[src/rtl/pm_loader_pkg.sv]
// Shared types and constants for the program-memory loader.
// The optional inter-byte timeout is enabled by defining PM_LOADER_TIMEOUT_EN.
package pm_loader_pkg;

   localparam int PM_AW = 8;
   localparam int PM_DW = 8;

   localparam logic [7:0] HDR_BYTE_DEF = 8'hA5;

   typedef enum logic [2:0] {
      IDLE = 3'd0,
      LEN  = 3'd1,
      DATA = 3'd2,
      CSUM = 3'd3,
      DONE = 3'd4,
      ERR  = 3'd5
   } state_t;

   // Running 8-bit modular checksum step.
   function automatic logic [PM_DW-1:0] csum_add(input logic [PM_DW-1:0] acc,
                                                 input logic [PM_DW-1:0] b);
      return acc + b;
   endfunction

endpackage

[src/rtl/uart_rx_byte.sv]
// 8N1 UART byte receiver: rx synchronizer, mid-bit sampling, byte_valid / frame_err pulses.
// start_det pulses whenever a falling edge starts a byte, including glitches.
module uart_rx_byte
   import pm_loader_pkg::*;
#(
   parameter int CLK_DIV = 434
) (
   input  logic       clk,
   input  logic       reset,
   input  logic       rx,
   output logic [7:0] data,
   output logic       byte_valid,
   output logic       frame_err,
   output logic       start_det
);

   localparam int CW = $clog2(CLK_DIV + 1);
   localparam logic [CW-1:0] HALF = CW'(CLK_DIV / 2 - 1);
   localparam logic [CW-1:0] FULL = CW'(CLK_DIV - 1);

   typedef enum logic [1:0] {
      RX_IDLE  = 2'd0,
      RX_START = 2'd1,
      RX_DATA  = 2'd2,
      RX_STOP  = 2'd3
   } rx_state_t;

   logic          rx_meta_r, rx_sync_r, rx_prev_r;
   rx_state_t     state_r, state_s;
   logic [CW-1:0] cnt_r, cnt_s;
   logic [2:0]    bit_r, bit_s;
   logic [7:0]    shift_r, shift_s;
   logic [7:0]    data_r, data_s;
   logic          valid_r, valid_s;
   logic          ferr_r, ferr_s;
   logic          sdet_r, sdet_s;

   // Two-flop synchronizer plus one delayed copy for edge detection; idle high.
   always_ff @(posedge clk or negedge reset) begin
      if (!reset) begin
         rx_meta_r <= 1'b1;
         rx_sync_r <= 1'b1;
         rx_prev_r <= 1'b1;
      end else begin
         rx_meta_r <= rx;
         rx_sync_r <= rx_meta_r;
         rx_prev_r <= rx_sync_r;
      end
   end

   // Receiver state and datapath registers.
   always_ff @(posedge clk or negedge reset) begin
      if (!reset) begin
         state_r <= RX_IDLE;
         cnt_r   <= CW'(0);
         bit_r   <= 3'd0;
         shift_r <= 8'd0;
         data_r  <= 8'd0;
         valid_r <= 1'b0;
         ferr_r  <= 1'b0;
         sdet_r  <= 1'b0;
      end else begin
         state_r <= state_s;
         cnt_r   <= cnt_s;
         bit_r   <= bit_s;
         shift_r <= shift_s;
         data_r  <= data_s;
         valid_r <= valid_s;
         ferr_r  <= ferr_s;
         sdet_r  <= sdet_s;
      end
   end

   // Bit timing: half a bit to the start-bit centre, then full bits between samples.
   always_comb begin
      state_s = state_r;
      cnt_s   = cnt_r;
      bit_s   = bit_r;
      shift_s = shift_r;
      data_s  = data_r;
      valid_s = 1'b0;
      ferr_s  = 1'b0;
      sdet_s  = 1'b0;
      case (state_r)
         RX_IDLE: begin
            if (rx_prev_r && !rx_sync_r) begin
               state_s = RX_START;
               cnt_s   = CW'(0);
               sdet_s  = 1'b1;
            end else begin
               state_s = RX_IDLE;
            end
         end
         RX_START: begin
            if (cnt_r == HALF) begin
               cnt_s = CW'(0);
               bit_s = 3'd0;
               if (rx_sync_r) begin
                  state_s = RX_IDLE;
               end else begin
                  state_s = RX_DATA;
               end
            end else begin
               cnt_s = cnt_r + CW'(1);
            end
         end
         RX_DATA: begin
            if (cnt_r == FULL) begin
               cnt_s   = CW'(0);
               shift_s = {rx_sync_r, shift_r[7:1]};
               if (bit_r == 3'd7) begin
                  state_s = RX_STOP;
               end else begin
                  bit_s = bit_r + 3'd1;
               end
            end else begin
               cnt_s = cnt_r + CW'(1);
            end
         end
         RX_STOP: begin
            if (cnt_r == FULL) begin
               state_s = RX_IDLE;
               cnt_s   = CW'(0);
               if (rx_sync_r) begin
                  valid_s = 1'b1;
                  data_s  = shift_r;
               end else begin
                  ferr_s = 1'b1;
               end
            end else begin
               cnt_s = cnt_r + CW'(1);
            end
         end
         default: begin
            state_s = RX_IDLE;
         end
      endcase
   end

   assign data       = data_r;
   assign byte_valid = valid_r;
   assign frame_err  = ferr_r;
   assign start_det  = sdet_r;

endmodule

[src/rtl/pm_loader.sv]
// Frame parser that writes a UART-delivered program image into program memory and holds the CPU.
// Define PM_LOADER_TIMEOUT_EN to abort frames that stall for TIMEOUT_BITS bit times.
module pm_loader
   import pm_loader_pkg::*;
#(
   parameter int         CLK_DIV      = 434,
   parameter logic [7:0] HDR_BYTE     = HDR_BYTE_DEF,
   parameter int         TIMEOUT_BITS = 20
) (
   input  logic             clk,
   input  logic             reset,
   input  logic             rx,
   output logic [PM_AW-1:0] pm_wr_addr,
   output logic [PM_DW-1:0] pm_wr_data,
   output logic             pm_wren,
   output logic             cpu_hold,
   output logic             load_done,
   output logic             load_err
);

   logic [7:0] rx_data_s;
   logic       rx_valid_s, rx_ferr_s, rx_sdet_s;
   logic       timeout_s;

   state_t           state_r, state_s;
   logic [PM_AW-1:0] addr_r, addr_s;
   logic [PM_DW-1:0] sum_r, sum_s;
   logic [8:0]       cnt_r, cnt_s;
   logic             wren_r, wren_s;
   logic [PM_AW-1:0] wr_addr_r, wr_addr_s;
   logic [PM_DW-1:0] wr_data_r, wr_data_s;
   logic             hold_r, hold_s;
   logic             done_r, done_s;
   logic             err_r, err_s;

   uart_rx_byte #(.CLK_DIV(CLK_DIV)) u_rx (
      .clk        (clk),
      .reset      (reset),
      .rx         (rx),
      .data       (rx_data_s),
      .byte_valid (rx_valid_s),
      .frame_err  (rx_ferr_s),
      .start_det  (rx_sdet_s)
   );

`ifdef PM_LOADER_TIMEOUT_EN
   localparam int GAP_MAX = TIMEOUT_BITS * CLK_DIV;
   localparam int GW      = $clog2(GAP_MAX + 1);

   logic [GW-1:0] gap_r;
   logic          in_frame_s;

   assign in_frame_s = (state_r == LEN) || (state_r == DATA) || (state_r == CSUM);

   // Idle-gap counter, restarted by every start bit while a frame is open.
   always_ff @(posedge clk or negedge reset) begin
      if (!reset) begin
         gap_r <= GW'(0);
      end else if (!in_frame_s || rx_sdet_s) begin
         gap_r <= GW'(0);
      end else if (gap_r != GW'(GAP_MAX)) begin
         gap_r <= gap_r + GW'(1);
      end else begin
         gap_r <= gap_r;
      end
   end

   assign timeout_s = in_frame_s && (gap_r == GW'(GAP_MAX));
`else
   logic [1:0] unused_s;
   assign unused_s  = {rx_sdet_s, TIMEOUT_BITS[0]};
   assign timeout_s = 1'b0;
`endif

   // Frame FSM state, counters and registered outputs.
   always_ff @(posedge clk or negedge reset) begin
      if (!reset) begin
         state_r   <= IDLE;
         addr_r    <= 8'd0;
         sum_r     <= 8'd0;
         cnt_r     <= 9'd0;
         wren_r    <= 1'b0;
         wr_addr_r <= 8'd0;
         wr_data_r <= 8'd0;
         hold_r    <= 1'b0;
         done_r    <= 1'b0;
         err_r     <= 1'b0;
      end else begin
         state_r   <= state_s;
         addr_r    <= addr_s;
         sum_r     <= sum_s;
         cnt_r     <= cnt_s;
         wren_r    <= wren_s;
         wr_addr_r <= wr_addr_s;
         wr_data_r <= wr_data_s;
         hold_r    <= hold_s;
         done_r    <= done_s;
         err_r     <= err_s;
      end
   end

   // Next-state logic; output flags are set on entry so they align with DONE/ERR.
   always_comb begin
      state_s   = state_r;
      addr_s    = addr_r;
      sum_s     = sum_r;
      cnt_s     = cnt_r;
      wren_s    = 1'b0;
      wr_addr_s = wr_addr_r;
      wr_data_s = wr_data_r;
      hold_s    = hold_r;
      done_s    = 1'b0;
      err_s     = err_r;
      case (state_r)
         IDLE: begin
            if (rx_valid_s && (rx_data_s == HDR_BYTE)) begin
               state_s = LEN;
               hold_s  = 1'b1;
               err_s   = 1'b0;
               addr_s  = 8'd0;
               sum_s   = 8'd0;
            end else begin
               state_s = IDLE;
            end
         end
         LEN: begin
            if (rx_ferr_s || timeout_s) begin
               state_s = ERR;
               err_s   = 1'b1;
            end else if (rx_valid_s) begin
               state_s = DATA;
               cnt_s   = (rx_data_s == 8'd0) ? 9'd256 : {1'b0, rx_data_s};
            end else begin
               state_s = LEN;
            end
         end
         DATA: begin
            if (rx_ferr_s || timeout_s) begin
               state_s = ERR;
               err_s   = 1'b1;
            end else if (rx_valid_s) begin
               wren_s    = 1'b1;
               wr_addr_s = addr_r;
               wr_data_s = rx_data_s;
               addr_s    = addr_r + 8'd1;
               sum_s     = csum_add(sum_r, rx_data_s);
               cnt_s     = cnt_r - 9'd1;
               state_s   = (cnt_r == 9'd1) ? CSUM : DATA;
            end else begin
               state_s = DATA;
            end
         end
         CSUM: begin
            if (rx_ferr_s || timeout_s) begin
               state_s = ERR;
               err_s   = 1'b1;
            end else if (rx_valid_s) begin
               if (csum_add(sum_r, rx_data_s) == 8'd0) begin
                  state_s = DONE;
                  done_s  = 1'b1;
                  hold_s  = 1'b0;
               end else begin
                  state_s = ERR;
                  err_s   = 1'b1;
               end
            end else begin
               state_s = CSUM;
            end
         end
         DONE: begin
            state_s = IDLE;
         end
         ERR: begin
            state_s = IDLE;
         end
         default: begin
            state_s = IDLE;
         end
      endcase
   end

   assign pm_wr_addr = wr_addr_r;
   assign pm_wr_data = wr_data_r;
   assign pm_wren    = wren_r;
   assign cpu_hold   = hold_r;
   assign load_done  = done_r;
   assign load_err   = err_r;

endmodule

[config.mk]
export PLATFORM = sky130hd
export DESIGN_NAME = pm_loader
export DESIGN_NICKNAME = d
export VERILOG_FILES = /design/src/rtl/pm_loader_pkg.sv /design/src/rtl/uart_rx_byte.sv /design/src/rtl/pm_loader.sv
export SDC_FILE = /design/constraint.sdc
export NUM_CORES = 1
export LEC_CHECK = 0
export CAP_MARGIN = 30
export CORE_MARGIN = 8
export CORE_UTILIZATION = 25
export DETAILED_ROUTE_END_ITERATION = 7
export GPL_ROUTABILITY_DRIVEN = 0
export HOLD_SLACK_MARGIN = 0.12
export SLEW_MARGIN = 10
export SYNTH_ARGS = -nofsm -noshare
export SYNTH_HDL_FRONTEND = slang
export SYNTH_HIERARCHICAL = 1
export SYNTH_SLANG_ARGS = --single-unit
[constraint.sdc]
create_clock -name clk -period 3.2 [get_ports clk]
set_clock_uncertainty 0.05 [all_clocks]
set_input_delay 0.96 -clock clk [delete_from_list [all_inputs] [get_ports clk]]
set_output_delay 0.96 -clock clk [all_outputs]
set_load 0.005 [all_outputs]
==> Yosys cells after proc, flatten, opt, wreduce, memory -nomap -nowiden <==
Cells that the tools add are included.
{ "classes": {"div": 0, "shifts": 0, "n_eq_ne": 28, "bitwise_logic": 1, "addsub": 5, "magnitude_cmp": 0, "muxes": 62, "n_mul": 0, "n_reduce_logical": 23} }
{ "ops": {"columns": ["operator", "n"], "rows": [
  ["9-bit 2-to-1 mux", 8],
  ["8-bit 2-to-1 mux", 5],
  ["8-bit case mux with 2 select lines", 2],
  ["1-bit 2-to-1 mux", 27],
  ["9-bit case mux with 3 select lines", 1],
  ["3-bit 2-to-1 mux", 7],
  ["2-bit by 1-bit != test with 1-bit output, second input constant", 9],
  ["9-bit case mux with 2 select lines", 1],
  ["8-bit logical NOT", 2],
  ["5-bit AND reduction", 3],
  ["2-bit 2-to-1 mux", 6],
  ["2-bit != test, second input constant", 6],
  ["3-bit case mux with 4 select lines", 1],
  ["4-bit AND reduction", 3],
  ["9-bit by 1-bit adder with 9-bit output, second input constant", 1],
  ["9-bit by 1-bit equality test with 1-bit output, second input constant", 1],
  ["9-bit by 8-bit equality test with 1-bit output, second input constant", 1],
  ["9-bit equality test, second input constant", 1],
  ["9-bit by 1-bit subtractor with 9-bit output, second input constant", 1],
  ["8-bit by 1-bit adder with 8-bit output, second input constant", 1],
  ["8-bit adder", 1],
  ["8-bit equality test, second input constant", 1],
  ["2-bit case mux with 4 select lines", 1],
  ["2-bit nonzero test", 4],
  ["20 further kinds", 25]
]} }
{ "totals": {"n_memories": 0, "latch_bits": 0, "word_cells": 139, "out_inout_bits": 20, "romBits": 0, "in_bits": 3, "regBits": 83, "mem_bits_rw": 0} }

==> Longest topological paths before layout <==
{ "logic_depth": {"word_depth": 6, "ltp_mapped": 7, "depth_no_buf": 7} }

==> By module <==
The synthesis kept the hierarchy.
{ "modules_own_cells": {"columns": ["mod", "cells_each", "area_per_inst_um2", "n_inst"], "rows": [
  ["pm_loader", 287, 2566.2, 1],
  ["uart_rx_byte", 152, 1739.2, 1]
]} }

==> Worst setup path before layout <==
OpenSTA, ideal clock, no wires.
{ "synth_timing": {"path_kind": "register to register", "startpoint": "register u_rx.data_r[0] (netlist: u_rx/data[0])", "endpoint": "register err_r (netlist: load_err)", "arrival_ns": 2.046, "path_slack_ns": 0.965, "required_ns": 3.012, "path_stages_with_launch": 8, "n_path_buf": 0, "setup_time_ns": 0.138, "path_cell_list": "dfrtp_1 ha_1 fa_1 a211oi_2 o21ba_2 o221ai_1 nor4_4 a211oi_1"} }
{ "synth_via": {"elab_chain_len": 4, "elab_cells_between_ends": 7} }
{ "synth_lines": {"columns": ["element", "line_no", "rtl"], "rows": [
  ["start: declaration", "uart_rx_byte.sv:33", "logic [7:0] data_r, data_s;"],
  ["start signal: assignment", "uart_rx_byte.sv:67", "data_r <= data_s;"],
  ["8-bit adder or 8-bit equality test (tied branches)", "pm_loader_pkg.sv:22, pm_loader.sv:116", null],
  ["8-bit logical NOT or 1-bit logical AND (tied branches)", "pm_loader.sv:158, pm_loader.sv:116", null],
  ["3-bit by 2-bit != test with 1-bit output (no line) or 2-bit != test (tied branches)", null, null],
  ["5-bit AND reduction (no line) (*)", null, null],
  ["end signal: assignment", "pm_loader.sv:98", "err_r <= err_s;"],
  ["end: declaration", "pm_loader.sv:34", "logic err_r, err_s;"]
]} }
Every way passes the cells marked *; elsewhere a longest branch is shown, timed or not.
A chain may end at the register's enable or synchronous reset.

==> Worst setup path in the final report <==
Same ends and word-level chain as after synthesis.

==> impl_results.md <==
* Status: completed
* Chip width at 147 um
* Count of filler cells inserted in the layout at 1741
* Net count of the finished layout at 478
* Nature of the critical path startpoint: flop
* Largest stage delay on the critical path at 440 ps
* Area added between synthesis and finish at 18.0%
* Worst hold stages at 0
* Worst endpoint required time at 3350 ps
* Minimum clock period at 2490 ps
* Number of antenna diodes at 0
* Hold Fails Final Rpt at 0
* Yosys warning total at 6
* Reg-to-reg critical path startpoint: u_rx/data[0]
* Post-CTS setup buffer count at 0
* Remaining Overflow, GRT at 0
* Power after layout at 2.48 mW
* Cts-stage hold buffer count at 0
* Worst-path cell with the longest stage delay: sky130_fd_sc_hd__dfrtp_1
* DR DRC count at 0
* Number of instances in the synthesized netlist at 438
* Drt initial violations at 156
* Slew Viols, Final at 0
* Clock slew at the register clock pins of the worst setup and hold paths at 60 ps
* Overall via count from detail_route at 3184
* Tcrit/Tclk final at 78.0%
* Number of buffer cells added on primary ports at 22
* Number of nets in the synthesized netlist at 457
* Final number of setup-violating endpoints at 0
* Worst Hold Launch: u_rx/rx_meta_r
* Critical path start-end classification: reg -> reg
* CTS Buffer Depth at 2
* Initial antenna violation count at 0
* Via count of the first global-routing pass at 3220
* Ports at 23
* Initial core utilization at 25.2%
* Final TNS setup at 0 ps
* Clock tree root driver cell: sky130_fd_sc_hd__clkbuf_16
* Post-DP HPWL at 6560 um
* Worst Reg-to-Reg Cells at 7
* Critical path endpoint category: flop
* Setup repair after global routing missed its margin: no
* Max-cap viol count at 0
* Share of layout cells above drive strength 1 at 12.5%
* Critical path cell sequence: ha_1, fa_1, a211oi_2, o21ba_2, o221ai_1, nor4_4, a211oi_1
* Core ar. at 17000 um^2
* Maximum clock rate at 401 MHz
* Die boundary height at 147 um
* Number of levels in the clock H-tree at 3
* Pwr Density at 490 nW/um^2
* DRT Wirelength at 9360 um
* Syn_area_per_cell at 9.77 um^2
* Std-Cell Rows at 48
* Maximum number of pins on one net before global-route repair at 44
* Start point of the critical path: u_rx/data[0]
* Transition time at the pin with the least slew margin at 574 ps
* Worst-case headroom to the max-slew limit at 61.8%
* DR WL/cell at 13.6 um
* Number of cells upsized or downsized after cts at 0
* Number of clock buffers inserted by TritonCTS at 9
* Vias per Instance at 4.62
* Post-route ant nets at 0
* Netlist area before placement at 4280 um^2
* Number of clock sinks at 83
* Aggregate global-route resource usage at 9.08%
* Data arrival time of the worst path at 2650 ps
* Top fanout value on the critical path at 6
* Latest clock arrival within the worst-skew pair at 340 ps
* Cell leakage power at 2.27 nW
* Global-route wire length before repair at 16000 um
* Peak supply drop at 0.402 mV
* Class of the tightest hold or removal check: reg -> reg
* Clock tree from TritonCTS: built
* Die Footprint at 21600 um^2
* TritonRoute pass-1 iters at 4
==> worst max-delay path: cells and delay by family, from the launching register on <==
kind / cells / cell delay (ps)
AO/OA/AOI/OAI: 4 / 820
adder cells (fa/ha/maj): 2 / 690
flip-flops: 1 / 440
AND/OR/NAND/NOR: 1 / 370
==> placed cells by master, fill, tap and decap left out, drive strengths merged, types with 4 or more instances in the layout <==
cell,count
buf,5
o31ai,4
inv,17
clkdlybuf4s50,21
nand3b,6
ha,15
dfrtp,80
o211ai,6
a21oi,13
nand3,9
xnor2,4
xor2,9
mux2,16
nand4,4
a211oi,4
nor2,41
clkbuf,10
nor4,7
a22oi,7
nor3,11
and3,5
nand2,81
o21ai,37
==> per-stage QoR <==
stage | hold slack, ps | utilization (%) | worst slack, ps | instance area, um^2 | instances
after floorplan | 295 | - | 965 | 4280 | 438
after global placement | 296 | 27.9 | 796 | 4730 | 672
after detailed placement | 298 | 27.9 | 731 | 4730 | 672
after CTS | 308 | 29.7 | 701 | 5040 | 688
after global routing | 309 | 29.7 | 546 | 5050 | 689
final | 308 | 29.7 | 706 | 5050 | 689
==> state kept, by name, summed over array words and instances, names as in the netlist, 3 cells and up, named ones only <==
register,count
addr_r,8
cnt_r,9
pm_wr_addr,8
pm_wr_data,8
state_r,3
sum_r,8
u_rx/bit_r,3
u_rx/cnt_r,9
u_rx/data,8
u_rx/shift_r,8
==> worst paths after layout <==
| kind | end | slack, ps |
|---|---|---|
| worst min-delay path | u_rx/rx_sync_r | 310 |
| min in group asynchronous | u_rx/shift_r[3] | 570 |
| worst max register to register | load_err | 710 |
| max in group asynchronous | u_rx/rx_prev_r | 1860 |
| worst max-delay path | load_err | 710 |
| worst min register to register | u_rx/rx_sync_r | 310 |
==> cell type report <==
class / count / area (um^2) / area share [%]
sequential: 83 / 2080 / 41.2
clock buffer: 10 / 239 / 4.73
inverter: 15 / 56.3 / 1.11
timing repair buffer: 26 / 258 / 5.10
tap: 225 / 282 / 5.57
multi-input combinational: 324 / 2060 / 40.9
clock inverter: 6 / 71.3 / 1.41
==> routing by layer <==
metal / share of wire, % / vias up / GRT usage, %
met1: 49 / 1550 / 11.6
met5: 0 / - / 0
li1: - / 1589 / -
met3: 3.3 / 6 / 3.11
met2: 47 / 39 / 14.3
met4: 0.79 / 0 / 2.58
==> power breakdown <==
group	leakage, nW	switching [mW]	total [mW]	internal [mW]
registers	1.13	0.0929	1.20	1.10
clock network	0.146	0.435	1.07	0.632
logic	0.989	0.126	0.212	0.0852
total	2.27	0.654	2.48	1.82
Power figures use the tool's default switching activity.
